$ cat config.mk
export PLATFORM = sky130hd
export DESIGN_NAME = sl_fifo_transmitter
export DESIGN_NICKNAME = d
export VERILOG_FILES = /design/src/rtl/sl_fifo_transmitter.sv
export SDC_FILE = /design/constraint.sdc
export NUM_CORES = 1
export LEC_CHECK = 0
export ABC_AREA = 1
export CAP_MARGIN = 20
export CORE_ASPECT_RATIO = 0.9
export CORE_MARGIN = 2
export CORE_UTILIZATION = 60
export DETAILED_ROUTE_END_ITERATION = 8
export PLACE_DENSITY = 0.79
export RECOVER_POWER = 100
export SLEW_MARGIN = 10
export SYNTH_ARGS = -nofsm -noshare
export SYNTH_HDL_FRONTEND = slang
export SYNTH_SLANG_ARGS = --single-unit
$ cat constraint.sdc
create_clock -name clk -period 3.4 [get_ports clk]
set_input_delay 0.68 -clock clk [delete_from_list [all_inputs] [get_ports clk]]
set_output_delay 0.68 -clock clk [all_outputs]
set_load 0.01 [all_outputs]
$ cat src/rtl/sl_fifo_transmitter.sv
// Register-mapped transmit FIFO driving a two-wire SL (SL0/SL1) serial line.
// Each word is sent LSB first with odd parity, a STOP (both low) and an idle GAP.
module sl_fifo_transmitter #(
  parameter int DATA_W     = 32,
  parameter int FIFO_DEPTH = 8,
  parameter int CNT_W      = $clog2(FIFO_DEPTH) + 1
) (
  input  logic        clk,
  input  logic        rst,
  input  logic        wr_en,
  input  logic [1:0]  addr,
  input  logic [31:0] d_in,
  output logic [31:0] d_out,
  output logic        SL0,
  output logic        SL1
);

  localparam int PTR_W = $clog2(FIFO_DEPTH);

  typedef enum logic [2:0] {
    IDLE, BIT_ACT, BIT_REST, PAR_ACT, PAR_REST, STOP, GAP
  } state_t;

  state_t            state;
  logic [DATA_W-1:0] mem [FIFO_DEPTH];
  logic [PTR_W-1:0]  wr_ptr, rd_ptr;
  logic [CNT_W-1:0]  count;
  logic              overflow;
  logic [5:0]        cfg_len;
  logic [2:0]        cfg_fm;
  logic [DATA_W-1:0] shift;
  logic [5:0]        bits_left;
  logic [7:0]        half;
  logic [8:0]        timer;
  logic              parity;

  logic       data_wr, cfg_wr, flush, fifo_full, fifo_empty, push, pop, busy;
  logic [5:0] eff_len;
  logic [7:0] eff_half;
  logic       unused_din;

  assign data_wr    = wr_en && (addr == 2'd0);
  assign cfg_wr     = wr_en && (addr == 2'd1);
  assign flush      = cfg_wr && d_in[8];
  assign fifo_full  = (count == CNT_W'(FIFO_DEPTH));
  assign fifo_empty = (count == '0);
  assign push       = data_wr && !fifo_full;
  assign pop        = (state == IDLE) && !fifo_empty && !flush;
  assign busy       = (state != IDLE) || !fifo_empty;
  assign unused_din = ^d_in;

  always_comb begin
    eff_len = {cfg_len[5:1], 1'b0};
    if (eff_len < 6'd8)
      eff_len = 6'd8;
    else if (eff_len > 6'(DATA_W))
      eff_len = 6'(DATA_W);
    eff_half = (cfg_fm > 3'd5) ? 8'd128 : (8'd4 << cfg_fm);
  end

  always_comb begin
    d_out = '0;
    case (addr)
      2'd1: d_out[9:0] = {cfg_fm, 1'b0, cfg_len};
      2'd2: begin
        d_out[CNT_W-1:0] = count;
        d_out[16]        = busy;
        d_out[17]        = fifo_full;
        d_out[18]        = fifo_empty;
        d_out[24]        = overflow;
      end
      default: d_out = '0;
    endcase
  end

  always_ff @(posedge clk) begin
    if (push)
      mem[wr_ptr] <= d_in[DATA_W-1:0];
  end

  // Occupancy uses the pre-edge count, so a pop in the same cycle cannot make room for a push.
  always_ff @(posedge clk or posedge rst) begin
    if (rst) begin
      wr_ptr   <= '0;
      rd_ptr   <= '0;
      count    <= '0;
      overflow <= 1'b0;
    end else if (flush) begin
      wr_ptr <= '0;
      rd_ptr <= '0;
      count  <= '0;
    end else begin
      if (push)
        wr_ptr <= wr_ptr + 1'b1;
      if (pop)
        rd_ptr <= rd_ptr + 1'b1;
      if (push && !pop)
        count <= count + 1'b1;
      else if (!push && pop)
        count <= count - 1'b1;
      if (data_wr && fifo_full)
        overflow <= 1'b1;
      else if (wr_en && (addr == 2'd2) && d_in[24])
        overflow <= 1'b0;
    end
  end

  // Bit 8 of CONFIG is the flush strobe, so the middle freq_mode bit always stores 0.
  always_ff @(posedge clk or posedge rst) begin
    if (rst) begin
      cfg_len <= 6'd8;
      cfg_fm  <= 3'd0;
    end else if (cfg_wr) begin
      cfg_len <= d_in[5:0];
      cfg_fm  <= {d_in[9], 1'b0, d_in[7]};
    end
  end

  // Line levels are registered from the current state, one cycle behind it.
  always_ff @(posedge clk or posedge rst) begin
    if (rst) begin
      state     <= IDLE;
      shift     <= '0;
      bits_left <= '0;
      half      <= 8'd4;
      timer     <= '0;
      parity    <= 1'b1;
      SL0       <= 1'b1;
      SL1       <= 1'b1;
    end else if (flush) begin
      state <= IDLE;
      timer <= '0;
      SL0   <= 1'b1;
      SL1   <= 1'b1;
    end else begin
      case (state)
        BIT_ACT: begin SL0 <= shift[0]; SL1 <= ~shift[0]; end
        PAR_ACT: begin SL0 <= parity;   SL1 <= ~parity;   end
        STOP:    begin SL0 <= 1'b0;     SL1 <= 1'b0;      end
        default: begin SL0 <= 1'b1;     SL1 <= 1'b1;      end
      endcase

      if (state == IDLE) begin
        if (pop) begin
          shift     <= mem[rd_ptr];
          bits_left <= eff_len;
          half      <= eff_half;
          timer     <= {1'b0, eff_half} - 9'd1;
          parity    <= 1'b1;
          state     <= BIT_ACT;
        end
      end else if (timer != '0) begin
        timer <= timer - 9'd1;
      end else begin
        case (state)
          BIT_ACT: begin
            parity <= parity ^ shift[0];
            timer  <= {1'b0, half} - 9'd1;
            state  <= BIT_REST;
          end
          BIT_REST: begin
            timer <= {1'b0, half} - 9'd1;
            if (bits_left == 6'd1) begin
              state <= PAR_ACT;
            end else begin
              shift     <= shift >> 1;
              bits_left <= bits_left - 6'd1;
              state     <= BIT_ACT;
            end
          end
          PAR_ACT: begin
            timer <= {1'b0, half} - 9'd1;
            state <= PAR_REST;
          end
          PAR_REST: begin
            timer <= {half, 1'b0} - 9'd1;
            state <= STOP;
          end
          STOP: begin
            timer <= {half, 1'b0} - 9'd1;
            state <= GAP;
          end
          default: state <= IDLE;
        endcase
      end
    end
  end

endmodule

==> results.txt <==
* First-pass GRT wire length: 54000 um
- The clock passes through at most 3 buffers.
* Max VDD drop: 0.649 mV
- The final-report hold violation count was 0.
- The tool flagged a number of max-cap violations equal to 1.
- From synthesis to final layout, the design area changed by 13.0%.
- Counting flops and latches in the post-synthesis netlist gives 332.
- The initial antenna violation count came to 2.
* Overall fraction of global-route tracks in use: 25.9%
- Number of global-route vias before repair: 10600
* Share of the synthesized area in the top cell type: 50.5%
- After synthesis, the most frequently instantiated cells are sky130_fd_sc_hd__nand2_1, sky130_fd_sc_hd__edfxtp_1, sky130_fd_sc_hd__nor2_1.
* Clock root buffer master: sky130_fd_sc_hd__clkbuf_16
- Measured along the y axis, the die boundary spans 155 um.
* Clock-pin slew on the worst setup and hold paths: 0.06 ns
* Post-synth design cell area: 15200 um^2
* Count of buffers inserted at the top-level ports: 50
- Most frequently used cell type in the post-synthesis netlist: sky130_fd_sc_hd__nand2_1
* I/O Pins: 71
- Number of buffers inserted by hold repair at cts: 0
* Violated checks: capacitance limit, slew limit
* Number of distinct library cells after synthesis: 37
- The critical path is of the primary input to output pin type.
* Share of post-route cells with drive strength above 1: slightly above 6%
- The number of gates resized after CTS was 0.
- The die is between 150 and 200 um wide.
- The smallest clock period supported by the final layout is computed as 3.23 ns.
- Data on the critical path arrives at its endpoint at 2.55 ns.
- Hold is met by roughly 0.48 ns.
- Transition time at the pin with the least slew margin: 1.73 ns
- Once the floorplan was initialized, standard cells occupied 60.8% of the core.
* Class of the worst hold path: register to register
* Number of instances in the synthesized netlist: approximately 1600
- Floorplan die area: approximately 27000 um^2
- Mean number of vias per cell: 5.40
- Number of max-slew violations in the final report: 37
- Instance count along the most critical hold path: 2
- The synthesized design contains 256 enable-type register cells.
* Sequential-to-total area share from yosys stat: 63.0%
- The total overflow left after global routing is 0.
* Final antenna-violating net count: 0
- CTS built an H-tree with a depth of 2.
* Via total after detailed routing: 11000
* Fmax: 310 MHz
- The layout has 1799 filler cells.
- For this run, the post-layout net count is 1721.
- Worst Reg2Reg Path Length in Cells: 11
* Total power consumption of the routed design: 14500 uW
- After detailed routing, the average wire length per cell comes to between 15 and 20 um.
- Number of non-filler instances in the completed layout: 2035
- 0 antenna diodes ended up in the layout.
- Dividing the final minimum period by the clock period gives 95.0%.
- Data required time of the critical path: ~2.7 ns
- Number of buffers added by the clock tree synthesis step: 34
* Relative max-transition margin: -15.9%
* First-pass iteration count of the detailed router: 5
- DRT iter0 DRCs: around 1200
- Number of endpoints failing setup at the final stage: 0
- Site Rows: 55
- Setup bufs post-CTS: 0
- Share of synthesized registers carrying an async set or reset: 22.9%
* Total Routed Length: approximately 33000 um
* TritonCTS Sinks: 332
* RSZ-0062 raised after global routing: no
- Clock latency on the worst-skew pair, taken at its later pin, is 0.51 ns.
- The analysis attributes to cell leakage a power of 0.00745 uW.
* Dominant cell type by area after synthesis: sky130_fd_sc_hd__edfxtp_1
* Critical path endpoint category: output pin
- The worst setup path is launched from a primary input.
- For the final database, setup skew stands at around 0.009 ns.
- After routing, the total negative slack on setup checks comes to 0 ns.
* Final Core Density: between 60% and 70%
- After floorplanning, the core was sized to cover 25000 um^2.
- Placed Cells: ~2000
- Yosys printed 0 warnings.
* Slack of the worst reg-to-reg path: 0.47 ns
- In this run the mean area of a mapped cell was ~9.3 um^2.
- TritonCTS built the clock tree.
- By area the synthesized netlist is led by sky130_fd_sc_hd__edfxtp_1, sky130_fd_sc_hd__nand2_1, sky130_fd_sc_hd__dfrtp_1, sky130_fd_sc_hd__nor2_1, sky130_fd_sc_hd__nand3_1.
* Remaining DRCs: 0
- GPL Wtd Cong: 0.815
- Power density relative to cell area: between 800 and 900 nW/um^2
- Largest net degree at the start of global routing: approximately 190
- Most common flop cell mapped by yosys: sky130_fd_sc_hd__edfxtp_1
- Run status: complete, but fails checks
- Worst-path fanout max: 7
- Hpwl dp: 18100 um
## state kept, by name (all words and copies together) (netlist names)
name	flops
cfg_len	6
SL1	1
shift	32
half	4
mem	256
state	3
rd_ptr	3
overflow	1
bits_left	6
wr_ptr	3
count	4
parity	1
cfg_fm	2
SL0	1
timer	9
## path summary, 6_finish.rpt
path                       startpoint   endpoint
max in group asynchronous         rst   count[0]
hold / removal              shift[22]  shift[22]
setup reg to reg             state[2]  shift[29]
hold reg to reg             shift[22]  shift[22]
min in group asynchronous         rst   timer[8]
setup / recovery              addr[0]   d_out[1]
## through the flow
stage | cell area [um^2] | setup WS [ns]
after detailed placement | 16100 | 0.259
after CTS | 17300 | 0.275
after floorplan | 15300 | 0.314
after global placement | 16100 | 0.344
final | 17200 | 0.172
after global routing | 17200 | 0.0846
## layout make-up
cell class / count / area, um^2 / share of cell area (%)
Inverter: 184 / 692 / 4.02
Sequential cell: 332 / 9600 / 55.8
Timing Repair Buffer: 73 / 713 / 4.15
Multi-Input combinational cell: 1043 / 4580 / 26.6
Clock buffer: 49 / 1020 / 5.93
Tap cell: 342 / 428 / 2.49
Clock inverter: 12 / 164 / 0.953
## routing by layer
| layer | GRT usage, % | wire length [um] | share of wire (%) | vias to the layer above |
|---|---|---|---|---|
| met4 | 7.80 | 729 | 2.2 | 4 |
| met5 | 0 | 21 | 0.063 | - |
| li1 | - | - | - | 5284 |
| met1 | 35.0 | 13900 | 42 | 5188 |
| met3 | 3.74 | 2450 | 7.3 | 68 |
| met2 | 44.0 | 16300 | 49 | 435 |
## worst max-delay path, stage by stage
cell                            delay [ns]
sky130_fd_sc_hd__dlygate4sd3_1        0.56
sky130_fd_sc_hd__inv_1                0.09
sky130_fd_sc_hd__ha_1                 0.35
sky130_fd_sc_hd__nand2_1              0.11
sky130_fd_sc_hd__a21oi_1              0.13
sky130_fd_sc_hd__dlygate4sd3_1        0.61
## kinds of logic (layout without fill, tap and decap cells)
logic type	count (synthesis)	after routing	synth area share, %
other cells	1	20	0.0246
compound gates	88	88	2.98
xor+xnor	7	7	0.403
simple gates	907	907	24.2
fa+ha+maj	16	16	1.36
buf+inv	273	318	7.67
mux	5	5	0.370
flops	332	332	63.0
## power by group
part | internal [uW] | switching (uW)
clock network | 2390 | 1490
registers | 4930 | 338
logic | 1680 | 3670
## cells in the final DEF, fill, tap and decap left out, types with 2 or more instances in the layout
cell	n
sky130_fd_sc_hd__inv_1	179
sky130_fd_sc_hd__nand3_1	158
sky130_fd_sc_hd__dfstp_2	5
sky130_fd_sc_hd__buf_12	4
sky130_fd_sc_hd__edfxtp_1	256
sky130_fd_sc_hd__a21oi_1	14
sky130_fd_sc_hd__nor3_1	4
sky130_fd_sc_hd__buf_4	7
sky130_fd_sc_hd__clkbuf_2	9
sky130_fd_sc_hd__clkinvlp_2	2
sky130_fd_sc_hd__nand2_1	484
sky130_fd_sc_hd__clkinv_2	3
sky130_fd_sc_hd__clkbuf_1	9
sky130_fd_sc_hd__nor2_4	9
sky130_fd_sc_hd__clkinv_1	3
sky130_fd_sc_hd__clkbuf_16	37
sky130_fd_sc_hd__ha_1	15
sky130_fd_sc_hd__clkdlybuf4s50_1	6
sky130_fd_sc_hd__dfrtp_1	69
sky130_fd_sc_hd__mux2_2	5
sky130_fd_sc_hd__dlygate4sd3_1	44
sky130_fd_sc_hd__o21ai_0	68
sky130_fd_sc_hd__inv_2	3
sky130_fd_sc_hd__clkbuf_8	5
sky130_fd_sc_hd__xor2_1	5
sky130_fd_sc_hd__nand4_1	12
sky130_fd_sc_hd__conb_1	20
sky130_fd_sc_hd__or2_2	3
sky130_fd_sc_hd__nor2_1	232
sky130_fd_sc_hd__bufinv_16	4
sky130_fd_sc_hd__xnor2_1	2
Note: power is estimated with default switching activity, not from simulation.
